[src/rtl/fact_mmio.sv]
`default_nettype none
// ============================================================================
// Module   : fact_mmio
// Brief    : Memory-mapped iterative factorial accelerator. One multiply per
//            cycle with overflow abort, busy flag, W1C status and an optional
//            completion interrupt enabled by the FACT_MMIO_IRQ_EN macro.
// Revision : 1.0 - initial release
// ============================================================================
module fact_mmio #(
  parameter int WIDTH = 32,
  parameter int NBITS = 8
) (
  input  logic        clk,
  input  logic        rst,
  input  logic [2:0]  a,
  input  logic        we,
  input  logic [31:0] wd,
  output logic [31:0] rd,
  output logic        irq
);

  localparam int PW = WIDTH + NBITS;
  localparam logic [NBITS-1:0] C_CNT_ONE = NBITS'(1);
  localparam logic [WIDTH-1:0] C_ACC_ONE = WIDTH'(1);

  typedef enum logic [0:0] {
    S_IDLE = 1'b0,
    S_RUN  = 1'b1
  } state_t;

  state_t           state_q, state_d;
  logic [NBITS-1:0] n_q, n_d;
  logic [NBITS-1:0] cnt_q, cnt_d;
  logic [WIDTH-1:0] acc_q, acc_d;
  logic [WIDTH-1:0] res_q, res_d;
  logic             done_q, done_d;
  logic             err_q, err_d;
  logic             ie_q, ie_d;
  logic             irq_q, irq_d;

  logic             busy_w;
  logic             wr_n_w, wr_ctrl_w, wr_stat_w;
  logic [PW-1:0]    prod_w;
  logic             ovf_w;
  logic [31:0]      res_hi_w;
  logic             unused_w;

  assign busy_w    = (state_q == S_RUN);
  assign wr_n_w    = we && (a == 3'd0);
  assign wr_ctrl_w = we && (a == 3'd1);
  assign wr_stat_w = we && (a == 3'd2);

  // Full-width product so any bit above WIDTH signals overflow.
  assign prod_w = PW'(acc_q) * PW'(cnt_q);
  assign ovf_w  = |prod_w[PW-1:WIDTH];

  // Upper bits of wd beyond the implemented fields are intentionally ignored.
  assign unused_w = ^wd;

  generate
    if (WIDTH > 32) begin : g_res_hi
      assign res_hi_w = 32'(res_q[WIDTH-1:32]);
    end else begin : g_res_hi_zero
      assign res_hi_w = 32'd0;
    end
  endgenerate

  // Next-state: register writes first, then FSM so completion sets win over clears.
  always_comb begin
    state_d = state_q;
    n_d     = n_q;
    cnt_d   = cnt_q;
    acc_d   = acc_q;
    res_d   = res_q;
    done_d  = done_q;
    err_d   = err_q;
    ie_d    = ie_q;
    irq_d   = 1'b0;

    if (wr_n_w) begin
      n_d = wd[NBITS-1:0];
    end
`ifdef FACT_MMIO_IRQ_EN
    if (wr_ctrl_w) begin
      ie_d = wd[1];
    end
    irq_d = done_q & ie_q;
`endif
    if (wr_stat_w) begin
      if (wd[0]) done_d = 1'b0;
      if (wd[1]) err_d  = 1'b0;
    end

    case (state_q)
      S_IDLE: begin
        if (wr_ctrl_w && wd[0]) begin
          acc_d   = C_ACC_ONE;
          cnt_d   = n_q;
          done_d  = 1'b0;
          err_d   = 1'b0;
          state_d = S_RUN;
        end
      end
      S_RUN: begin
        if (cnt_q <= C_CNT_ONE) begin
          res_d   = acc_q;
          done_d  = 1'b1;
          state_d = S_IDLE;
        end else if (ovf_w) begin
          err_d   = 1'b1;
          done_d  = 1'b1;
          state_d = S_IDLE;
        end else begin
          acc_d = prod_w[WIDTH-1:0];
          cnt_d = cnt_q - C_CNT_ONE;
        end
      end
      default: state_d = S_IDLE;
    endcase
  end

  // State registers with asynchronous active-low reset.
  always_ff @(posedge clk or negedge rst) begin
    if (!rst) begin
      state_q <= S_IDLE;
      n_q     <= '0;
      cnt_q   <= '0;
      acc_q   <= '0;
      res_q   <= '0;
      done_q  <= 1'b0;
      err_q   <= 1'b0;
      ie_q    <= 1'b0;
      irq_q   <= 1'b0;
    end else begin
      state_q <= state_d;
      n_q     <= n_d;
      cnt_q   <= cnt_d;
      acc_q   <= acc_d;
      res_q   <= res_d;
      done_q  <= done_d;
      err_q   <= err_d;
      ie_q    <= ie_d;
      irq_q   <= irq_d;
    end
  end

  // Side-effect-free combinational read mux.
  always_comb begin
    rd = 32'd0;
    case (a)
      3'd0:    rd = 32'(n_q);
      3'd1:    rd = {30'd0, ie_q, busy_w};
      3'd2:    rd = {29'd0, busy_w, err_q, done_q};
      3'd3:    rd = res_q[31:0];
      3'd4:    rd = res_hi_w;
      default: rd = 32'd0;
    endcase
  end

  assign irq = irq_q;

endmodule
`default_nettype wire
[config.mk]
export PLATFORM = sky130hd
export DESIGN_NAME = fact_mmio
export DESIGN_NICKNAME = d
export VERILOG_FILES = /design/src/rtl/fact_mmio.sv
export SDC_FILE = /design/constraint.sdc
export NUM_CORES = 1
export LEC_CHECK = 0
export ABC_AREA = 0
export ABC_CLOCK_PERIOD_IN_PS = 7390
export CAP_MARGIN = 20
export CORE_MARGIN = 5
export CORE_UTILIZATION = 50
export DETAILED_ROUTE_END_ITERATION = 6
export GPL_ROUTABILITY_DRIVEN = 0
export GPL_TIMING_DRIVEN = 0
export PLACE_DENSITY = 0.77
export REMOVE_ABC_BUFFERS = 1
export SETUP_SLACK_MARGIN = 0.02
export SYNTH_ARGS = -nofsm -noshare
export SYNTH_HDL_FRONTEND = slang
export SYNTH_SLANG_ARGS = --single-unit
[constraint.sdc]
create_clock -name clk -period 7.39 [get_ports clk]
set_input_delay 1.1085 -clock clk [delete_from_list [all_inputs] [get_ports clk]]
set_output_delay 1.1085 -clock clk [all_outputs]
set_load 0.05 [all_outputs]
==> impl_metrics.json, run 1 <==
{
  "clock-sinks": 83,
  "synth_area_um2": 12200,
  "synth_edf_count": 0,
  "fp.dieH_um": 166,
  "hold_viol": 0,
  "r2r-start": "cnt_q[2]",
  "ys_warn_count": 0,
  "via_per_inst": 5.70,
  "fin_nets": 1599,
  "drc": 0,
  "routedWlPerCell_um": 17.4,
  "overflow": 0,
  "skew_ns": 0.00962,
  "drt_iter0_drc": 645,
  "track_usage_pct": 21.4,
  "crit_chain": "buf_16 > and2_1 > fa_1 > fa_1 > fa_1 > inv_1 > fa_1 > inv_1 > ha_1 > nand4_1 > or3_1 > o2bb2ai_1 > o31ai_2 > o21ai_0 > xnor2_1 > a211oi_2 > nand4bb_4 > buf_12 > nor4bb_1 > a31o_1",
  "root_buffer": "clkbuf_16",
  "initial_utilization_pct": 50.5,
  "cts_buffer_depth": 2,
  "crit_arrival_ns": 6.95,
  "startpoint": "cnt_q[2]",
  "ys_types": 72,
  "coreArea_um2": 24200,
  "io_pins": 71,
  "antenna_found_initial": 1,
  "avgSynthCellArea_um2": 9.19,
  "diodes": 0,
  "min_path_type": "reg2reg",
  "multi_input_area_um2": 9220,
  "yosys-top-cells-count": "and2_1 (239), fa_1 (180), inv_1 (168)",
  "drv_cap": 0,
  "grt_max_degree": 68,
  "async_flop_share_pct": 100,
  "std_cell_rows": 57,
  "drive_above_1_share_pct": 6.65,
  "hp-start": "res_q[8]",
  "clock.fmax_ghz": 0.150,
  "insertion_delay_ns": 0.36,
  "grt_pass1_wl_um": 49600,
  "place_inst": 1628,
  "cp-end-kind": "flop",
  "postCtsHoldBufs": 0,
  "vias": 9388,
  "design.die.area_um2": 27700,
  "cp_slowest_stage_delay_ns": 0.90,
  "utilization_pct": 55.1,
  "slew_headroom_pct": 37.0,
  "min_period_ns": 6.66,
  "clk_pin_slew_ns": 0.07,
  "fin_setup_tns_ns": 0,
  "ff_latch_area_um2": 2080,
  "dpl_cell_area_um2": 13000,
  "required_ns": 7.68,
  "grt_pass1_vias": 10000,
  "hpwl_um": 21700,
  "die_x_um": 166,
  "h-tree-depth": 3,
  "power_leakage_nw": 6.80,
  "status": "finished, final reports clean",
  "cts_buffers": 9,
  "rsz0062_at_grt": "no",
  "vdd_drop_max_v": 0.000249,
  "ys_top_cells_by_area": "fa_1 (29%), dfrtp_1 (17%), and2_1 (12%)",
  "finalMaxSlewViolations": 0,
  "worst_pin_slew_ns": 0.939,
  "setup_viol": 0,
  "drt_pass1_iterations": 6,
  "instances_no_fill": 1648,
  "antenna_left": 0,
  "start_kind": "flop",
  "yosys_most_used_dff": "dfrtp_1",
  "nFillCells": 2153,
  "powerDensity_nw_per_um2": 323,
  "path_class": "reg2reg",
  "post_cts_buffers": 0,
  "totalWireLength_um": 28700,
  "yosys.cell_count.top_type": "and2_1",
  "fin_crit_sh_pct": 90.1,
  "area_delta_synth_final_pct": 9.19,
  "synth_cells": 1332,
  "ys_ff_latch": 83,
  "ys_seq_area_share_pct": 17.0,
  "yosysTopAreaCellShare_pct": 29.4,
  "cts_resized": 0,
  "yosys.area.top_type": "fa_1",
  "cp_max_fo": 54,
  "whs_ns": 0.497,
  "cp_common_cell": "fa_1",
  "cts_tree": "yes",
  "final_area_um2": 13400,
  "port_buffers": 45,
  "critical-path-slowest-cell": "dfrtp_1"
}
[metal layers]
metal	vias up	global-route usage (%)	wire (um)
li1	4271	-	-
met1	4851	28.6	12500
met2	225	37.3	14600
met3	39	3.18	1210
met4	2	4.84	412
met5	-	0	7
[cell usage in the layout, fill, tap and decap left out, types with 4 or more instances in the layout]
cell type        instances
a211o_1                  4
a211oi_1                 4
a21o_1                  21
a21oi_1                 40
a22oi_1                 10
a31o_1                  29
a31oi_1                  9
and2_1                 239
and3_1                   9
buf_16                   7
buf_8                    4
clkbuf_16                9
clkdlybuf4s50_1         44
dfrtp_1                 82
fa_1                   180
ha_1                    62
inv_1                  168
mux2_2                  42
mux2i_1                  5
nand2_1                123
nand3_1                 11
nand4_1                  9
nor2_1                  53
nor2b_1                  4
nor3_1                   7
nor3b_1                  5
nor4_1                   7
o211ai_1                 5
o21a_1                   5
o21ai_0                 20
o31ai_1                  5
or3_1                    7
xnor2_1                 14
xor2_1                  13
[worst paths after layout]
kind,endpoint,slack [ns],cells past startpoint
worst min register to register,res_q[8],0.50,1
min in group asynchronous,cnt_q[3],0.76,1
max in group asynchronous,acc_q[13],5.97,2
worst min-delay path,res_q[8],0.50,1
worst max register to register,acc_q[10],0.73,20
worst max-delay path,acc_q[10],0.73,20
[cell type report]
| type | count | area share (%) |
|---|---|---|
| clock inverters | 7 | 0.580 |
| repair buffers | 59 | 5.47 |
| inverters | 168 | 4.72 |
| clock buffers | 9 | 1.68 |
| flip-flops and latches | 83 | 15.5 |
| well taps | 324 | 3.03 |
| multi-input cells | 998 | 69.0 |
[per-stage QoR]
stage / setup slack [ns] / power, mW
floorplan: 1.35 / 2.86
detailed placement: 0.117 / 3.73
global route: 0.470 / 4.73
finish: 0.730 / 4.31
global placement: 0.0649 / 3.57
CTS: 0.0984 / 4.27
[registers in the layout (all words and copies together) (netlist names)]
register and count:
done_q 1, cnt_q 8, res_q 32, err_q 1, busy_w 1, n_q 8, acc_q 32
[power breakdown]
| part | switching (mW) | internal [mW] |
|---|---|---|
| clock network | 0.217 | 0.265 |
| registers | 0.328 | 0.539 |
| logic | 1.72 | 1.24 |
| total | 2.27 | 2.04 |
[critical path: cells and delay by family, from the launching register on]
family | cells | cell delay, ns
XOR/XNOR | 1 | 0.14
AND/OR/NAND/NOR | 5 | 1.35
adder cells (fa/ha/maj) | 5 | 2.32
flip-flops | 1 | 0.90
AO/OA/AOI/OAI | 5 | 1.24
buffers and inverters | 4 | 0.61
[kinds of logic after synthesis]
group                      synth area share, %
and+or+nand+nor                           21.8
buffers and inverters                     7.90
adders and majority gates                 35.8
AOI/OAI and AO/OA                         11.2
DFF                                       17.0
muxes                                     4.46
xor gates and xnor gates                  1.93
other                                   0.0306
Note: power is estimated with default switching activity, not from simulation.
==> run 2, diff against run 1 <==
--- a/config.mk
+++ b/config.mk
@@ -9,11 +9,11 @@
 export ABC_CLOCK_PERIOD_IN_PS = 7390
 export CAP_MARGIN = 20
 export CORE_MARGIN = 5
-export CORE_UTILIZATION = 50
+export CORE_UTILIZATION = 63
 export DETAILED_ROUTE_END_ITERATION = 6
 export GPL_ROUTABILITY_DRIVEN = 0
 export GPL_TIMING_DRIVEN = 0
-export PLACE_DENSITY = 0.77
+export PLACE_DENSITY = 0.92
 export REMOVE_ABC_BUFFERS = 1
 export SETUP_SLACK_MARGIN = 0.02
 export SYNTH_ARGS = -nofsm -noshare
==> run 2 against run 1 <==
Combinational power is 3% higher. Non-clock buffer count stayed put. Clock-buffer cell count is 2 higher. Clock skew is 0.0056 ns higher. Final cell count is 3.5% lower. Critical path type unchanged. Highest routed layer is now met4.
==> impl_metrics.json, run 2 (synthesized netlist as in run 1, its figures left out) <==
{
  "status": "finished, final reports clean",
  "hold_viol": 0,
  "power_leakage_nw": 6.78,
  "power.internal_mw": 2.04,
  "slew_headroom_pct": 25.5,
  "area_delta_synth_final_pct": 8.45,
  "coreArea_um2": 19300,
  "seqPwrFrac_pct": 19.7,
  "rsz0062_at_grt": "no",
  "grt_max_degree": 68,
  "die_x_um": 149,
  "overflow": 0,
  "worst_pin_slew_ns": 1.11,
  "h-tree-depth": 3,
  "clock.fmax_ghz": 0.142,
  "io_pins": 71,
  "hpwl_um": 21400,
  "via_per_inst": 6.16,
  "post_cts_buffers": 0,
  "required_ns": 7.63,
  "port_buffers": 45,
  "cp_max_fo": 34,
  "antenna_left": 0,
  "cts_buffers": 9,
  "clk_pin_slew_ns": 0.07,
  "fin_crit_sh_pct": 95.5,
  "drc": 0,
  "dpl_cell_area_um2": 12800,
  "drt_iter0_drc": 957,
  "clock-sinks": 83,
  "design.die.area_um2": 22300,
  "drt_pass1_iterations": 6,
  "instances_no_fill": 1590,
  "place_inst": 1566,
  "antenna_found_initial": 0,
  "std_cell_rows": 51,
  "layout_common_cells": "and2_1 (239), fa_1 (180), inv_1 (168)",
  "skew_ns": 0.0152,
  "min_period_ns": 7.06,
  "drive_above_1_share_pct": 6.57,
  "root_buffer": "clkbuf_16",
  "layout_commonest_cell": "and2_1",
  "totalWireLength_um": 30600,
  "finalMaxSlewViolations": 0,
  "routedWlPerCell_um": 19.2,
  "start_kind": "flop",
  "sw_frac_of_total_pct": 53.5,
  "initial_utilization_pct": 63.5,
  "powerDensity_nw_per_um2": 331,
  "drv_cap": 0,
  "grt_pass1_vias": 10700,
  "cts_buffer_depth": 2,
  "setup_viol": 0,
  "comb_power_share_pct": 69.7,
  "power_switching_mw": 2.35,
  "track_usage_pct": 28.2,
  "fp.dieH_um": 149,
  "path_class": "reg2reg",
  "vdd_drop_max_v": 0.000184,
  "final_area_um2": 13300,
  "reg_top3": "acc_q (32), res_q (32)",
  "cts_tree": "yes",
  "vias": 9793,
  "diodes": 0,
  "cp-end-kind": "flop",
  "insertion_delay_ns": 0.35,
  "grt_pass1_wl_um": 50900,
  "min_path_type": "reg2reg",
  "fin_nets": 1600,
  "crit_arrival_ns": 7.30,
  "pwr-share-clk_pct": 10.6,
  "fin_setup_tns_ns": 0
}
==> run 2: cell count changes in the layout (fill, tap and decap cells not counted), sizes merged <==
cell	delta
clkbuf	+3
inv	-1
buf	-1
clkinv	-1
nand4bb	+1
==> run 2: timing repair <==
item	CTS	global route
endpoints found under the hold margin	0	0
hold buffers	0	0
resized for setup	0	1
endpoints found under the setup margin	0	21
==> run 2: worst max-delay path: stages (launching register included) <==
cell and delay (ns):
dfrtp_1 0.84, buf_16 0.25, nand2_1 0.09, fa_1 0.53, fa_1 0.55, inv_1 0.06, fa_1 0.48, inv_1 0.08
fa_1 0.51, inv_1 0.05, ha_1 0.34, o211a_1 0.16, a211o_1 0.30, and3b_1 0.23, o31ai_2 0.37, o21ai_0 0.19
xnor2_1 0.18, a211oi_2 0.49, nand4bb_4 0.62, nand2_1 0.35, o2bb2a_1 0.25
==> run 2: final timing paths <==
path	from	to	slack [ns]	cells past startpoint
min in group asynchronous	rst	res_q[30]	0.76	1
max	cnt_q[2]	cnt_q[3]	0.33	20
max reg2reg	cnt_q[2]	cnt_q[3]	0.33	20
min reg2reg	res_q[13]	res_q[13]	0.50	1
max in group asynchronous	rst	busy_w	5.97	2
min	res_q[13]	res_q[13]	0.50	1
==> run 2: power by group through the flow <==
stage          registers (mW)  logic, mW  clock network, mW
3_3_place_gp            0.945       2.57                  0
6_report                0.865       3.06              0.466
3_5_place_dp            0.943       2.72                  0
2_1_floorplan           0.742       2.12                  0
4_1_cts                 0.934       2.81              0.468
5_1_grt                 0.883       3.40              0.489
==> run 2: through the flow <==
| step | hold WS, ns | power, mW | utilization (%) | setup slack [ns] |
|---|---|---|---|---|
| 4_1_cts | 0.503 | 4.22 | 68.2 | 0.0600 |
| 3_3_place_gp | 0.480 | 3.52 | 65.8 | 0.282 |
| 3_5_place_dp | 0.489 | 3.66 | 66.7 | 0.143 |
| 6_report | 0.500 | 4.40 | 68.9 | 0.330 |
| 5_1_grt | 0.525 | 4.77 | 68.9 | 0.0970 |
| 2_1_floorplan | 0.461 | 2.86 | - | 1.35 |
==> run 2: final cells by class <==
cell class	instances	area, um2
Clock inverter	5	52.6
Clock buffer	11	243
Tap cell	265	332
Inverter	168	631
Multi-Input combinational cell	999	9250
Sequential cell	83	2080
Fill cell	1375	5990
Timing Repair Buffer	59	696
==> run 2: metal layers <==
layer	part of all wire (%)	track usage (%)	vias to the layer above
li1	-	-	4272
met1	38	34.9	4939
met2	51	49.2	478
met3	7.9	5.07	104
met4	3.4	10.8	0
met5	0	0	-
